**src/rtl/slap_pkg.sv**
```systemverilog
// ============================================================================
// Module   : slap_pkg
// Brief    : Shared types and work-RAM decode constants for the Slap Fight core
// Revision : 1.0
// ============================================================================
`default_nettype none

package slap_pkg;

  localparam int          WRAM_AW   = 11;
  localparam logic [15:0] WRAM_BASE = 16'hC800;

  typedef enum logic [2:0] {
    IDLE    = 3'd0,
    HOLD    = 3'd1,
    SETTLE  = 3'd2,
    GRANT   = 3'd3,
    RD_WAIT = 3'd4,
    RELEASE = 3'd5
  } arb_state_t;

endpackage

`default_nettype wire

```
**src/rtl/slap_idle_counter.sv**
```systemverilog
// ============================================================================
// Module   : slap_idle_counter
// Brief    : Saturating up-counter with clear/enable; o_tc once count >= TERM
// Revision : 1.0
// ============================================================================
`default_nettype none

module slap_idle_counter #(
  parameter int W    = 4,
  parameter int TERM = 3
) (
  input  logic clk,
  input  logic rst_n,
  input  logic i_clr,
  input  logic i_en,
  output logic o_tc
);

  localparam logic [W-1:0] C_TERM = W'(TERM);

  logic [W-1:0] r_count;

  assign o_tc = (r_count >= C_TERM);

  always_ff @(posedge clk) begin
    if (!rst_n) begin
      r_count <= '0;
    end else if (i_clr) begin
      r_count <= '0;
    end else if (i_en && !o_tc) begin
      r_count <= r_count + 1'b1;
    end
  end

endmodule

`default_nettype wire

```
**src/rtl/slap_wram_arbiter.sv**
```systemverilog
// ============================================================================
// Module   : slap_wram_arbiter
// Brief    : Shares the main-CPU work RAM between the Z80 and the hiscore engine
// Revision : 1.0
// ============================================================================
`default_nettype none

module slap_wram_arbiter
  import slap_pkg::*;
#(
  parameter int          ADDR_W       = WRAM_AW,
  parameter logic [15:0] WIN_BASE     = WRAM_BASE,
  parameter int          SETTLE_CYC   = 4,
  parameter int          HOLD_TIMEOUT = 1023
) (
  input  logic              clkm_36MHZ,
  input  logic              RESET_n,
  input  logic [ADDR_W-1:0] cpu_addr,
  input  logic [7:0]        cpu_dout,
  input  logic              cpu_we,
  input  logic              cpu_mreq_n,
  output logic [7:0]        cpu_din,
  output logic              cpu_hold,
  input  logic              hs_req,
  input  logic [15:0]       hs_address,
  input  logic [7:0]        hs_data_in,
  input  logic              hs_write,
  output logic [7:0]        hs_data_out,
  output logic              hs_grant,
  output logic              hs_valid,
  output logic              hs_error,
  output logic [ADDR_W-1:0] ram_addr,
  output logic              ram_we,
  output logic [7:0]        ram_wdata,
  input  logic [7:0]        ram_rdata
);

  localparam int C_TO_W = $clog2(HOLD_TIMEOUT + 1);

  arb_state_t  r_state;
  arb_state_t  w_next_state;
  logic [15:0] w_offset;
  logic        w_in_win;
  logic        w_hs_side;
  logic        w_settle_clr;
  logic        w_settle_tc;
  logic        w_to_tc;
  logic        w_timeout_fire;
  logic        r_forced;
  logic        r_rd_in_win;
  logic        r_hs_error;
  logic        r_hs_valid;
  logic [7:0]  r_hs_data_out;
  logic [7:0]  r_cpu_din;
  logic        r_cpu_hold;
  logic        r_hs_grant;

  // Window test uses 16-bit wrap-around, so addresses below the base are out.
  assign w_offset       = hs_address - WIN_BASE;
  assign w_in_win       = ((w_offset >> ADDR_W) == 16'd0);
  assign w_hs_side      = (r_state == GRANT) || (r_state == RD_WAIT);
  assign w_timeout_fire = (r_state == HOLD) && hs_req && !cpu_mreq_n && w_to_tc;
  // After a forced grant the bus never goes quiet, so settling just counts time.
  assign w_settle_clr   = (r_state != SETTLE) || (!cpu_mreq_n && !r_forced);

  slap_idle_counter #(
    .W    (4),
    .TERM (SETTLE_CYC - 1)
  ) u_settle_cnt (
    .clk   (clkm_36MHZ),
    .rst_n (RESET_n),
    .i_clr (w_settle_clr),
    .i_en  (r_state == SETTLE),
    .o_tc  (w_settle_tc)
  );

  slap_idle_counter #(
    .W    (C_TO_W),
    .TERM (HOLD_TIMEOUT)
  ) u_timeout_cnt (
    .clk   (clkm_36MHZ),
    .rst_n (RESET_n),
    .i_clr (r_state != HOLD),
    .i_en  (r_state == HOLD),
    .o_tc  (w_to_tc)
  );

  always_ff @(posedge clkm_36MHZ) begin
    if (!RESET_n) begin
      r_state <= IDLE;
    end else begin
      r_state <= w_next_state;
    end
  end

  always_comb begin
    w_next_state = r_state;
    case (r_state)
      IDLE:    if (hs_req) w_next_state = HOLD;
      HOLD: begin
        if (!hs_req)                   w_next_state = RELEASE;
        else if (cpu_mreq_n || w_to_tc) w_next_state = SETTLE;
      end
      SETTLE: begin
        if (!hs_req)                                  w_next_state = RELEASE;
        else if (w_settle_tc && (cpu_mreq_n || r_forced)) w_next_state = GRANT;
      end
      GRANT: begin
        if (!hs_req)        w_next_state = RELEASE;
        else if (!hs_write) w_next_state = RD_WAIT;
      end
      RD_WAIT: w_next_state = GRANT;
      RELEASE: w_next_state = IDLE;
      default: w_next_state = IDLE;
    endcase
  end

  always_comb begin
    ram_addr  = cpu_addr;
    ram_we    = cpu_we;
    ram_wdata = cpu_dout;
    if (w_hs_side) begin
      ram_addr  = w_offset[ADDR_W-1:0];
      ram_wdata = hs_data_in;
      ram_we    = (r_state == GRANT) && hs_req && hs_write && w_in_win;
    end
    if (!RESET_n) begin
      ram_addr  = '0;
      ram_we    = 1'b0;
      ram_wdata = '0;
    end
  end

  always_ff @(posedge clkm_36MHZ) begin
    if (!RESET_n) begin
      r_forced      <= 1'b0;
      r_rd_in_win   <= 1'b0;
      r_hs_error    <= 1'b0;
      r_hs_valid    <= 1'b0;
      r_hs_data_out <= '0;
      r_cpu_din     <= '0;
      r_cpu_hold    <= 1'b0;
      r_hs_grant    <= 1'b0;
    end else begin
      r_cpu_din  <= ram_rdata;
      r_cpu_hold <= (w_next_state != IDLE);
      r_hs_grant <= (w_next_state == GRANT) || (w_next_state == RD_WAIT);
      r_hs_valid <= (r_state == RD_WAIT);
      if (r_state == IDLE)   r_forced    <= 1'b0;
      else if (w_timeout_fire) r_forced  <= 1'b1;
      if (r_state == GRANT)  r_rd_in_win <= w_in_win;
      if (r_state == RD_WAIT) begin
        r_hs_data_out <= r_rd_in_win ? ram_rdata : 8'hFF;
      end
      if (r_state != IDLE && w_next_state == IDLE) begin
        r_hs_error <= 1'b0;
      end else if (w_timeout_fire || (r_state == GRANT && hs_req && !w_in_win)) begin
        r_hs_error <= 1'b1;
      end
    end
  end

  assign cpu_din     = r_cpu_din;
  assign cpu_hold    = r_cpu_hold;
  assign hs_grant    = r_hs_grant;
  assign hs_valid    = r_hs_valid;
  assign hs_error    = r_hs_error;
  assign hs_data_out = r_hs_data_out;

endmodule

`default_nettype wire
```
**config.mk**
```make
export PLATFORM = sky130hd
export DESIGN_NAME = slap_wram_arbiter
export DESIGN_NICKNAME = d
export VERILOG_FILES = /design/src/rtl/slap_pkg.sv /design/src/rtl/slap_idle_counter.sv /design/src/rtl/slap_wram_arbiter.sv
export SDC_FILE = /design/constraint.sdc
export NUM_CORES = 1
export LEC_CHECK = 0
export ABC_AREA = 1
export ABC_CLOCK_PERIOD_IN_PS = 4150
export BUFFER_PORTS_ARGS = -buffer_cell sky130_fd_sc_hd__buf_2
export CAP_MARGIN = 30
export CORE_MARGIN = 2
export CORE_UTILIZATION = 50
export CTS_CLUSTER_DIAMETER = 100
export DETAILED_ROUTE_END_ITERATION = 16
export PLACE_DENSITY = 0.92
export SYNTH_ARGS = -nofsm -noshare
export SYNTH_HDL_FRONTEND = slang
export SYNTH_HIERARCHICAL = 1
export SYNTH_SLANG_ARGS = --single-unit
```
**constraint.sdc**
```tcl
create_clock -name clkm_36MHZ -period 4.15 [get_ports clkm_36MHZ]
set_input_delay 0.2075 -clock clkm_36MHZ [delete_from_list [all_inputs] [get_ports clkm_36MHZ]]
set_output_delay 0.2075 -clock clkm_36MHZ [all_outputs]
set_load 0.02 [all_outputs]
```
==> out/metrics.cfg, run 1 <==
[run_status]
run_status=complete, no violations

[setup_path]
critical_path.max_fanout=21
worst_ep_required_time_ps=3940
criticalPathCategory=flip-flop to output port
cp.arrival_ps=2220
timing.critical_path.to_type=output port
cp-start-kind=flip-flop

[route]
wl_microns=5067
detail-route-antenna-nets=0
first_pass_iters=4
route.vias.total=2309
dr.max_layer_used=met4
drt_iter0_drc=90
wl_met2_microns=2481
drt-wirelength-per-cell_microns=10.80
vias_per_cell=4.923
m1WireLength_microns=2021
remaining_drc_errors=0
route.met3.wl_microns=495

[cts]
worst_skew_pair.late_latency_ps=300
cts_setup_buffers=0
cts-htree-levels=2
cts_resized=0
clockRootBuffer=clkbuf_8
cts_made_buffers=5
clock_sink_count=39
ctsLongestPathBuffers=2
cts.hold.buffers_added=0
cts_tree=built
worst_setup_hold_path_clk_slew_ps=80

[timing]
worstMarginPinSlew_ps=622.8
setup_violations=0
skew_ps=5.921
clock_period_minus_worst_slack_ps=2431
tns_ps=0
fmax_ghz=0.4114
timing_hold_violations_final=0
final_min_period_over_clock_period=0.5857
slew_headroom=0.5848
grt_setup_unrepaired=no
finalMaxSlewViolations=0

[synthesis]
yosysMostFrequentCell=nor2_1
area_share_of_xor_xnor_cells_in_the_synthesized_design=0
synth_top_cells_by_area=dfxtp_1, nor2_1, nand2_1
synth-warning-count=6
yosys.area_share.adder=0.01223
post-synth-top-area-fraction=0.3817
syn-mean-instance-area_sq_um=6.294
synth_simple_gate_area_frac=0.3786
synth_top_flop_cell=dfxtp_1
yosys.area.top_type=dfxtp_1
synth-edff-count=0
synth_top_family_by_area=simple AND/OR/NAND/NOR gates
synth.net_count=384
synthesis.instances=325
yosys-top-cells-count=nor2_1, nand2_1, inv_1
ys_seq_elements=39
synth.distinct_cells=20
postSynth.asyncResetShare=0
synth-compound-area-share=0.1052
yosys-mux-area-fraction=0
synth.yosys.seq_area_share=0.3817
mappedNetlistArea_sq_mm=0.002046

[floorplanning]
dieArea_sq_mm=0.004619
starting_utilization_of_the_core_area=0.5151
die_height_microns=67.97
top_level_ports=97
core_area_sq_mm=0.003971
chipWidth_microns=67.97
placementRows=23

[cells_and_area]
insertedDiodeCount=0
drive_above_1_share=0.2840
synthToLayoutAreaGrowth_pct=27.89
design.final.nets=477

[power]
cellPowerDensity_mw_per_mm2=330.5
totalPowerFinal_uw=864.6
p_leak_nw=1.415
worst_ir_drop_vdd_mv=0.3186

[global_route]
grt_max_degree=42
antenna_violations_before_repair=0
grt_util_all_layers=0.2085
vias_in_the_first_global_route=1887
globalRoute.totalOverflow=0
grt_first_pass_wirelength_microns=7389

[placement]
detailedPlacementHpwl_microns=3806
portBuffers=96
gp_weighted_congestion=0.8624

[run]
number_of_max_capacitance_violations_reported=0

[worst_hold_path]
hp-class=primary input to flip-flop

final timing paths:
kind	start	end	slack (ps)	cells past startpoint
worst min register to register	u_settle_cnt/r_count[2]	u_settle_cnt/r_count[2]	450	2
worst min-delay path	ram_rdata[5]	cpu_din[5]	110	3
worst max-delay path	r_state[1]	ram_we	1720	7
worst max register to register	u_timeout_cnt/r_count[0]	cpu_hold	2240	12
stage by stage:
stage / instance area [sq um] / cells / setup WS [ps] / hold slack, ps / util
after floorplan: 2046 / 325 / 2513 / 305.1 / -
after global placement: 2522 / 461 / 2081 / 410.2 / 0.6352
after detailed placement: 2522 / 461 / 2051 / 412.9 / 0.6352
after CTS: 2616 / 469 / 1717 / 102.7 / 0.6588
after global routing: 2616 / 469 / 1527 / 115.4 / 0.6588
final: 2616 / 469 / 1719 / 108.9 / 0.6588
per-layer routing:
metal	track usage	vias up
met5	0	-
met4	0.07750	0
met3	0.04112	5
met2	0.4078	92
met1	0.2152	1019
li1	-	1193
cell type report:
cell class	instances	area, sq um
Tap cell	50	62.56
Sequential cell	39	780.7
Inverter	49	183.9
Clock inverter	3	25.02
Fill cell	361	1355
Timing Repair Buffer	96	480.5
Multi-Input combinational cell	227	1015
Clock buffer	5	68.82
registers in the layout, indices dropped and copies added (netlist names):
name,flops
hs_grant,1
u_settle_cnt/r_count,4
cpu_hold,1
cpu_din,8
r_rd_in_win,1
r_state,3
r_forced,1
hs_valid,1
u_timeout_cnt/r_count,10
hs_data_out,8
hs_error,1
critical path: stages (launching register included):
cell,delay [ps]
dfxtp_1,470
nor2_2,100
nand2_2,220
nand2_2,290
inv_2,340
nand2_1,160
a21oi_1,160
buf_2,180
where the power goes:
| part | internal, mW | total [mW] | switching [mW] |
|---|---|---|---|
| Combinational | 0.0709 | 0.202 | 0.131 |
| Sequential | 0.391 | 0.403 | 0.0117 |
| Clock | 0.120 | 0.259 | 0.140 |
kinds of logic after synthesis:
family          after synthesis
simple gates                182
buf+inv                      59
compound gates               43
flops                        39
fa+ha+maj                     2
cells in the final DEF (no fill, tap or decap):
cell type / synthesis / routed
o21ai_0: 5 / 5
clkinv_4: 0 / 2
ha_1: 2 / 2
inv_1: 45 / 45
dfxtp_1: 39 / 39
nand3_2: 4 / 4
clkinvlp_4: 0 / 1
inv_2: 3 / 3
nand3_1: 15 / 15
clkinv_1: 1 / 1
o21ai_1: 28 / 28
nand2_1: 55 / 55
nor3_1: 12 / 12
nand2_2: 2 / 2
nor2_2: 6 / 6
clkbuf_8: 0 / 5
nand4_1: 5 / 5
buf_2: 2 / 96
nor2_1: 83 / 83
a21oi_1: 10 / 10
Note: power is estimated with default switching activity, not from simulation.
==> run 2, diff against run 1 <==
--- a/config.mk
+++ b/config.mk
@@ -6,14 +6,14 @@
 export NUM_CORES = 1
 export LEC_CHECK = 0
 export ABC_AREA = 1
-export ABC_CLOCK_PERIOD_IN_PS = 4150
+export ABC_CLOCK_PERIOD_IN_PS = 2400
 export BUFFER_PORTS_ARGS = -buffer_cell sky130_fd_sc_hd__buf_2
 export CAP_MARGIN = 30
 export CORE_MARGIN = 2
-export CORE_UTILIZATION = 50
+export CORE_UTILIZATION = 46
 export CTS_CLUSTER_DIAMETER = 100
 export DETAILED_ROUTE_END_ITERATION = 16
-export PLACE_DENSITY = 0.92
+export PLACE_DENSITY = 0.86
 export SYNTH_ARGS = -nofsm -noshare
 export SYNTH_HDL_FRONTEND = slang
 export SYNTH_HIERARCHICAL = 1
==> constraint.sdc (replaced) <==
create_clock -name clkm_36MHZ -period 2.4 [get_ports clkm_36MHZ]
set_input_delay 0.12 -clock clkm_36MHZ [delete_from_list [all_inputs] [get_ports clkm_36MHZ]]
set_output_delay 0.12 -clock clkm_36MHZ [all_outputs]
set_load 0.02 [all_outputs]
==> run 2 against run 1 <==
Net effect:
- register-to-register slack worse by 1700 ps
- global-route usage is 1.2 points lower
- sequential cell count unchanged
- non-clock buffer count grew 2
- clock power grew 74%
- setup slack got worse by 1400 ps
- highest routed layer unchanged
- die area increased by 8.2%
- count of clock-buffer cells in the layout is the same
- via count is 2.0% lower
==> out/metrics.cfg, run 2 (same netlist as run 1, synthesis figures left out) <==
[run_status]
run_status=complete, no violations  ; unchanged

[worst_hold_path]
hold_path_depth=3  ; unchanged
hp-class=primary input to flip-flop  ; unchanged
min_from=ram_rdata[7]  ; was ram_rdata[5]
hold-path-endpoint=cpu_din[7]  ; was cpu_din[5]

[cts]
cts_resized=0  ; unchanged
ctsLongestPathBuffers=2  ; unchanged
clock_sink_count=39  ; unchanged
cts_made_buffers=5  ; unchanged
cts.hold.buffers_added=0  ; unchanged
cts_setup_buffers=0  ; unchanged
cts-htree-levels=2  ; unchanged
clockRootBuffer=clkbuf_8  ; unchanged
cts_tree=built  ; unchanged
worst_skew_pair.late_latency_ps=290  ; was 300 ps
worst_setup_hold_path_clk_slew_ps=80  ; about the same

[floorplanning]
die_height_microns=70.69  ; was 67.97 microns
dieArea_sq_mm=0.004996  ; was 0.004619 sq mm
chipWidth_microns=70.69  ; was 67.97 microns
core_area_sq_mm=0.004324  ; was 0.003971 sq mm
starting_utilization_of_the_core_area=0.4731  ; was 0.5151
top_level_ports=97  ; unchanged
placementRows=24  ; was 23

[setup_path]
critical_path.max_fanout=20  ; was 21
ff2ff_setup_slack_ps=540  ; was 2240 ps
worst_path_dominant_cell_family=simple AND/OR/NAND/NOR gates  ; unchanged
timing.critical_path.to_type=output port  ; unchanged
critical_path.max_stage_delay_ps=480  ; was 470 ps
worstPathCellList=nor2_2 > nand2_2 > nand2_2 > inv_2 > nand2_1 > a21oi_1 > buf_2  ; unchanged
criticalPathCategory=flip-flop to output port  ; unchanged
critical-path-top-cell-by-count=nand2_2  ; unchanged
worstReg2RegEnd=cpu_hold  ; unchanged
critPathBufInv=2  ; unchanged
slowest_stage=dfxtp_1  ; unchanged
cp.arrival_ps=1940  ; was 2220 ps
worst_ep_required_time_ps=2280  ; was 3940 ps
rr_worst_depth=12  ; unchanged
rr_startpoint=u_timeout_cnt/r_count[0]  ; unchanged
worstSetupPathDepth=7  ; unchanged
cp-start-kind=flip-flop  ; unchanged

[route]
route.vias.total=2263  ; was 2309
drt-wirelength-per-cell_microns=10.39  ; was 10.80 microns
remaining_drc_errors=0  ; unchanged
first_pass_iters=4  ; unchanged
detail-route-antenna-nets=0  ; unchanged
drt_iter0_drc=69  ; was 90
vias_per_cell=4.784  ; was 4.923
wl_microns=4913  ; was 5067 microns

[global_route]
vias_in_the_first_global_route=1997  ; was 1887
antenna_violations_before_repair=0  ; unchanged
grt_util_all_layers=0.1960  ; was 0.2085
globalRoute.totalOverflow=0  ; unchanged
grt_first_pass_wirelength_microns=8114  ; was 7389 microns
grt_max_degree=24  ; was 42

[cells_and_area]
insertedDiodeCount=0  ; unchanged
synthToLayoutAreaGrowth_pct=28.75  ; was 27.89%
largest_register_ffs=10  ; unchanged
register_containing_the_most_flip_flops_in_the_final_layout=u_timeout_cnt/r_count  ; unchanged
fillerInstances=426  ; was 361
mostFrequentLayoutCells=buf_2, nor2_1, nand2_1  ; unchanged
drive_above_1_share=0.2874  ; was 0.2840
most_common_library_cell_in_the_layout_ignoring_fill_and_taps=buf_2  ; unchanged
design.final.nets=479  ; was 477

[timing]
slew_headroom=0.7384  ; was 0.5848
grt_setup_unrepaired=no  ; unchanged
final_min_period_over_clock_period=0.8584
fmax_ghz=0.4854
worstMarginPinSlew_ps=392.4  ; was 622.8 ps
finalMaxSlewViolations=0  ; unchanged
tns_ps=0  ; unchanged
setup_violations=0  ; unchanged
clock_period_minus_worst_slack_ps=2060
skew_ps=9.141  ; was 5.921 ps
timing_hold_violations_final=0  ; unchanged

[placement]
gp_weighted_congestion=0.8474  ; was 0.8624
portBuffers=96  ; unchanged
detailedPlacementHpwl_microns=3710  ; was 3806 microns

[power]
worst_ir_drop_vdd_mv=0.5030  ; was 0.3186 mV
totalPowerFinal_mw=1.501  ; was 864.6 uW
cellPowerDensity_mw_per_mm2=569.9  ; was 330.5 mW/mm^2
p_leak_nw=1.425  ; was 1.415 nW

[run]
number_of_max_capacitance_violations_reported=0  ; unchanged

==> run 2: cell types whose count changed in the layout (fill, tap and decap cells not counted) <==
cell	previous run	this run
buf_4	0	2
==> run 2: layout make-up <==
type	instances	area (sq um)	share of cell area
well taps	52	65.06	0.02470
repair buffers	98	495.5	0.1881
clock inverters	3	25.02	0.009501
flip-flops and latches	39	780.7	0.2964
inverters	49	183.9	0.06983
multi-input cells	227	1015	0.3853
clock buffers	5	68.82	0.02613
==> run 2: where the power goes <==
group	leakage (nW)	switching (mW)	internal, mW
registers	0.318	0.0209	0.677
clock network	0.0443	0.243	0.208
logic	1.06	0.227	0.125
total	1.42	0.491	1.01
==> run 2: worst reg2reg max path: cells and delay by family (launching register included) <==
| kind | cells | cell delay, ps |
|---|---|---|
| adder cells (fa/ha/maj) | 1 | 180 |
| flip-flops | 1 | 380 |
| buffers and inverters | 2 | 190 |
| AND/OR/NAND/NOR | 9 | 1010 |
==> run 2: worst max-delay path by stage <==
| stage | startpoint | end | slack, ps |
|---|---|---|---|
| after floorplan | u_timeout_cnt/r_count[0] | cpu_hold | 760 |
| after global placement | u_timeout_cnt/r_count[0] | cpu_hold | 660 |
| after detailed placement | u_timeout_cnt/r_count[0] | cpu_hold | 570 |
| after CTS | r_state[1] | ram_we | 340 |
| after global routing | r_state[1] | ram_we | 170 |
| final | r_state[1] | ram_we | 340 |
==> run 2: through the flow <==
| stage | instances | worst slack (ps) | hold slack, ps | instance area, sq um | utilization |
|---|---|---|---|---|---|
| global placement | 465 | 663.6 | 321.4 | 2540 | 0.5874 |
| CTS | 473 | 337.7 | 11.96 | 2634 | 0.6091 |
| finish | 473 | 339.8 | 15.13 | 2634 | 0.6091 |
| global route | 473 | 171.2 | 13.27 | 2634 | 0.6091 |
| floorplan | 325 | 762.9 | 217.6 | 2046 | - |
| detailed placement | 465 | 571.8 | 321.2 | 2540 | 0.5874 |
==> run 2: per-layer routing <==
| metal | GRT usage | vias to the layer above | part of all wire |
|---|---|---|---|
| li1 | - | 1200 | - |
| met1 | 0.2211 | 967 | 0.42 |
| met2 | 0.3531 | 91 | 0.47 |
| met3 | 0.06268 | 5 | 0.10 |
| met4 | 0.05660 | 0 | 0.0081 |
| met5 | 0 | - | 0 |
